## src/rtl/wav_sample_pacer.sv

```systemverilog
// Paces stereo PCM frames out of the SD read FIFO at SAMPLE_RATE using a fractional
// phase accumulator; splits, attenuates and presents samples for the PDM modulators.
module wav_sample_pacer #(
  parameter int unsigned CLK_HZ      = 50_000_000,
  parameter int unsigned SAMPLE_RATE = 44_100
) (
  input  logic        clk,
  input  logic        rst_n,
  input  logic        play_en,
  input  logic        FIFO_PREFETCHED,
  input  logic [31:0] WAV_FILE_LEN,
  input  logic        fifo_rdempty,
  input  logic [31:0] q,
  output logic        FIFO_RD_EN,
  input  logic [2:0]  vol_shift,
  output logic [15:0] pcm_l,
  output logic [15:0] pcm_r,
  output logic [15:0] pcm_lu,
  output logic [15:0] pcm_ru,
  output logic        sample_valid,
  output logic        play_done,
  output logic [15:0] underrun_cnt
);

  typedef enum logic [1:0] {StIdle, StRun, StPause, StDone} state_e;

  state_e      state_q, state_d;
  logic [31:0] phase_q, phase_d;
  logic [32:0] phase_sum;
  logic        phase_wrap;
  logic [29:0] total_q, total_d;
  logic [29:0] frame_cnt_q, frame_cnt_d;
  logic        pop_q, pop_d;
  logic        urun_q, urun_d;
  logic        s2_pop_q, s2_urun_q;
  logic        valid_q, valid_d;
  logic [15:0] pcm_l_q, pcm_l_d, pcm_r_q, pcm_r_d;
  logic [15:0] urun_cnt_q, urun_cnt_d;

  logic        start_play;
  logic        last_popped;
  logic        last_delivered;
  logic        is_idle, is_run, is_done;
  logic        tick;

  assign start_play     = play_en && FIFO_PREFETCHED;
  assign last_popped    = (frame_cnt_q == total_q);
  // The final frame's sample_valid is the only pulse seen once every frame has been popped.
  assign last_delivered = last_popped && valid_q;

  // FSM: state register
  always_ff @(posedge clk or negedge rst_n) begin
    if (!rst_n) begin
      state_q <= StIdle;
    end else begin
      state_q <= state_d;
    end
  end

  // FSM: next state
  always_comb begin
    state_d = state_q;
    case (state_q)
      StIdle: begin
        if (start_play) begin
          state_d = (WAV_FILE_LEN[31:2] == 30'd0) ? StDone : StRun;
        end
      end
      StRun: begin
        if (last_delivered) begin
          state_d = StDone;
        end else if (!play_en) begin
          state_d = StPause;
        end
      end
      StPause: begin
        if (last_delivered) begin
          state_d = StDone;
        end else if (play_en) begin
          state_d = StRun;
        end
      end
      StDone:  state_d = StDone;
      default: state_d = StIdle;
    endcase
  end

  // FSM: outputs
  always_comb begin
    is_idle   = (state_q == StIdle);
    is_run    = (state_q == StRun);
    is_done   = (state_q == StDone);
    play_done = is_done;
  end

  // Rate generator
  assign phase_sum  = {1'b0, phase_q} + 33'(SAMPLE_RATE);
  assign phase_wrap = (phase_sum >= 33'(CLK_HZ));
  assign tick       = is_run && phase_wrap && !last_popped;

  always_comb begin
    phase_d = phase_q;
    if (is_idle) begin
      phase_d = 32'd0;
    end else if (is_run) begin
      phase_d = phase_wrap ? 32'(phase_sum - 33'(CLK_HZ)) : phase_sum[31:0];
    end
  end

  // Frame accounting and pop / underrun pipeline
  always_comb begin
    total_d     = total_q;
    frame_cnt_d = frame_cnt_q;
    urun_cnt_d  = urun_cnt_q;
    pop_d       = tick && !fifo_rdempty;
    urun_d      = tick && fifo_rdempty;
    if (is_idle && start_play) begin
      total_d = WAV_FILE_LEN[31:2];
    end
    if (pop_d) begin
      frame_cnt_d = frame_cnt_q + 30'd1;
    end
    if (urun_d && (urun_cnt_q != 16'hFFFF)) begin
      urun_cnt_d = urun_cnt_q + 16'd1;
    end
  end

  // Sample capture: q is valid the cycle after the pop strobe.
  always_comb begin
    valid_d = s2_pop_q || s2_urun_q;
    pcm_l_d = pcm_l_q;
    pcm_r_d = pcm_r_q;
    if (is_done) begin
      pcm_l_d = 16'd0;
      pcm_r_d = 16'd0;
    end else if (s2_pop_q) begin
      pcm_l_d = 16'($signed(q[31:16]) >>> vol_shift);
      pcm_r_d = 16'($signed(q[15:0]) >>> vol_shift);
    end
  end

  always_ff @(posedge clk or negedge rst_n) begin
    if (!rst_n) begin
      phase_q     <= 32'd0;
      total_q     <= 30'd0;
      frame_cnt_q <= 30'd0;
      pop_q       <= 1'b0;
      urun_q      <= 1'b0;
      s2_pop_q    <= 1'b0;
      s2_urun_q   <= 1'b0;
      valid_q     <= 1'b0;
      pcm_l_q     <= 16'd0;
      pcm_r_q     <= 16'd0;
      urun_cnt_q  <= 16'd0;
    end else begin
      phase_q     <= phase_d;
      total_q     <= total_d;
      frame_cnt_q <= frame_cnt_d;
      pop_q       <= pop_d;
      urun_q      <= urun_d;
      s2_pop_q    <= pop_q;
      s2_urun_q   <= urun_q;
      valid_q     <= valid_d;
      pcm_l_q     <= pcm_l_d;
      pcm_r_q     <= pcm_r_d;
      urun_cnt_q  <= urun_cnt_d;
    end
  end

  assign FIFO_RD_EN   = pop_q;
  assign sample_valid = valid_q;
  assign pcm_l        = pcm_l_q;
  assign pcm_r        = pcm_r_q;
  assign pcm_lu       = pcm_l_q ^ 16'h8000;
  assign pcm_ru       = pcm_r_q ^ 16'h8000;
  assign underrun_cnt = urun_cnt_q;

endmodule
```

## config.mk

```make
export PLATFORM = sky130hd
export DESIGN_NAME = wav_sample_pacer
export DESIGN_NICKNAME = d
export VERILOG_FILES = /design/src/rtl/wav_sample_pacer.sv
export SDC_FILE = /design/constraint.sdc
export NUM_CORES = 1
export LEC_CHECK = 0
export ABC_CLOCK_PERIOD_IN_PS = 3600
export CELL_PAD_IN_SITES_DETAIL_PLACEMENT = 1
export CELL_PAD_IN_SITES_GLOBAL_PLACEMENT = 2
export CORE_MARGIN = 5
export CORE_UTILIZATION = 30
export CTS_CLUSTER_DIAMETER = 80
export DETAILED_ROUTE_END_ITERATION = 10
export HOLD_SLACK_MARGIN = 0.05
export PLACE_DENSITY = 0.87
export SYNTH_ARGS = -nofsm -noshare
export SYNTH_HDL_FRONTEND = slang
export SYNTH_SLANG_ARGS = --single-unit
```

## constraint.sdc

```tcl
create_clock -name clk -period 3.6 [get_ports clk]
set_input_delay 0.72 -clock clk [delete_from_list [all_inputs] [get_ports clk]]
set_output_delay 0.72 -clock clk [all_outputs]
set_load 0.02 [all_outputs]
```

==> results_dict.tcl <==
set metrics [dict create \
    tritoncts "built" \
    ys.warnings.count 0 \
    ys_ff_latch 145 \
    status "complete, no violations" \
    design_power_total_mw 7.07 \
    worstPathMaxFanout 9 \
    fill_cells 3616 \
    worstMarginPinSlew_ns 1.02 \
    hpwlAfterDp_um 23400 \
    cts-htree-levels 4 \
    placed_area_um2 11700 \
    period_needed_ns 3.45 \
    finalSetupViolCount 0 \
    slew_headroom 0.318 \
    cts_buffer_depth 2 \
    io_pins 155 \
    avgSynthCellArea_um2 9.26 \
    antenna_found_initial 1 \
    start_util 0.306 \
    yosysMostFrequentCell "dfrtp_1" \
    path_class "reg -> reg" \
    ctsHoldBuffers 0 \
    clk_pin_slew_ns 0.07 \
    die_w_um 190 \
    critPathRequiredTime_ns 3.91 \
    cap_violations 0 \
    gp_congestion 0.867 \
    vdd_ir_drop_max_uv 368 \
    fin_setup_tns_ns 0 \
    rows 65 \
    reg2reg_from "phase_q[15]$_DFFE_PN0P_" \
    wl_um 31300 \
    grt_max_degree 71 \
    post_drt_wl_per_cell_um 19.6 \
    drive_gt1_frac 0.161 \
    max_freq_mhz 290 \
    die_h_um 190 \
    design.die.area_um2 36000 \
    port_buffers 152 \
    synth_top_cell_area_share 0.374 \
    slew_viol_final 0 \
    syn-num-nets 1125 \
    synth_cells 1048 \
    ys_seq_area_frac 0.374 \
    rsz0062_at_grt "false" \
    clk_latency_ns 0.45 \
    skew_ns 0.0134 \
    nets 1264 \
    async_flop_share 1.00 \
    netlist_area_um2 9700 \
    arrival_ns 3.77 \
    hold_path_class "in -> async" \
    viasPerCell 5.41 \
    critPathCaptureType "flop" \
    synth_top_cell_by_area "dfrtp_1" \
    area_growth_pct 28.6 \
    fin_crit_sh 0.959 \
    grt_usage 0.177 \
    synth_edf_count 0 \
    drc_errors 0 \
    rrSetupSlack_ns 0.15 \
    grt-ovfl-total 0 \
    numCtsBuffers 17 \
    core_area_um2 31700 \
    cp-startpoint "phase_q[15]$_DFFE_PN0P_" \
    final_util 0.393 \
    finalHoldViolCount 0 \
    postRouteAntennaNets 0 \
    synth.distinct_cells 86 \
    yosys-top-cells-count "dfrtp_1 (145), nand2_1 (98), nor2_1 (83), mux2i_1 (71), nand3_1 (62)" \
    numClockSinks 145 \
    ys.flop_type "dfrtp_1" \
    vias 8665 \
    cts-root-buf "clkbuf_16" \
    p_per_area_nw_per_um2 567 \
    drtIter0Drc 463 \
    antenna_cells 0 \
    synth_area_leaders "dfrtp_1 (37%), mux2i_1 (7.3%), xor2_1 (4.7%), mux2_2 (4.1%), xnor2_1 (3.9%)" \
    grt_pass1_wl_um 51800 \
    final_area_um2 12500 \
    dr.pass1.iters 4 \
    grt_pass1_vias 9421 \
    leakage_nw 5.31 \
    start_kind "flop" \
]
repair_timing:
| item | in CTS | in global routing |
|---|---|---|
| setup endpoints to repair | 6 | 61 |
| gates resized for setup | 3 | 23 |
| pin swaps | 0 | 5 |
| endpoints found under the hold margin | 0 | 0 |
| gates cloned | 0 | 0 |
| setup buffers | 0 | 3 |
placed cells by master, fill, tap and decap left out, types with 7 or more instances in the layout:
master	netlist	layout
and3_1	21	21
a311oi_1	9	9
xnor2_1	43	42
a21oi_1	14	14
mux2_2	35	35
xor2_1	52	50
nand4_1	27	27
dfrtp_1	145	138
nor3_2	6	7
buf_4	35	65
nor3_1	22	21
a211oi_1	19	19
clkbuf_16	0	17
nand3_1	62	62
inv_1	22	22
clkdlybuf4s50_1	0	151
mux2i_1	71	71
o211ai_1	14	14
nor2_1	83	81
o21ai_0	27	27
a31oi_1	11	10
and2_1	10	10
nand2_1	98	98
dfrtp_2	0	7
nor4_1	27	26
cell type report:
class | instances | area, µm² | area share
timing repair buffer | 222 | 2110 | 0.169
clock inverter | 11 | 131 | 0.0105
clock buffer | 21 | 450 | 0.0361
sequential | 145 | 3640 | 0.292
multi-input combinational | 777 | 5560 | 0.445
tap | 402 | 503 | 0.0403
inverter | 24 | 90.1 | 0.00722
metrics by stage:
step | setup slack [ns] | hold WS [ns] | std cells
after floorplan | 0.251 | 0.331 | 1048
after global placement | -0.0822 | 0.340 | 1567
after detailed placement | -0.120 | 0.340 | 1567
after CTS | 0.00119 | 0.306 | 1599
after global routing | 0.000688 | 0.333 | 1602
final | 0.146 | 0.280 | 1602
critical path, stage by stage, from the launching register on:
cell	delay, ns
dfrtp_2	0.48
buf_4	0.19
nand2b_2	0.23
nor4_4	0.23
buf_4	0.21
o211a_1	0.21
xor2_2	0.22
and2b_1	0.24
nand2_4	0.10
o41a_1	0.48
a311oi_1	0.43
mux2i_1	0.24
o21ai_1	0.07
layer usage:
layer	GRT usage	up-vias	share of wire
met5	0	-	0.00041
li1	-	4053	-
met3	0.0409	35	0.051
met4	0.0392	2	0.012
met1	0.234	4374	0.45
met2	0.299	201	0.48
power by group:
group / internal (mW) / switching, mW / leakage [nW]
Clock: 1.05 / 0.764 / 0.275
Combinational: 1.26 / 1.76 / 3.16
Sequential: 1.90 / 0.333 / 1.88
Total: 4.21 / 2.86 / 5.31
path summary, 6_finish.rpt:
check                                           to  depth (start not counted)
max in group asynchronous  phase_q[23]$_DFFE_PN0P_                          2
min reg2reg                    s2_urun_q$_DFF_PN0_                          0
max reg2reg                phase_q[29]$_DFFE_PN0P_                         12
min in group clk               s2_urun_q$_DFF_PN0_                          0
max                        phase_q[29]$_DFFE_PN0P_                         12
min                           pcm_r[5]$_DFFE_PN0P_                          1
sequential cells by signal (all words and copies together), names as in the netlist, 2 cells and up:
signal,count
underrun_cnt,16
phase_q,30
total_q,30
pcm_l,16
pcm_r,16
frame_cnt_q,30
state_q,2
kinds of logic (layout without fill, tap and decap cells):
kind of cell,count (synthesis),in the layout,share of synthesized area
and+or+nand+nor,398,398,0.211
DFF,145,145,0.374
xor gates and xnor gates,95,95,0.0858
buffers and inverters,126,278,0.0648
adders and majority gates,6,6,0.00748
AOI/OAI and AO/OA,165,165,0.129
muxes,113,113,0.128
No activity file was read; power rests on OpenSTA's default activity.
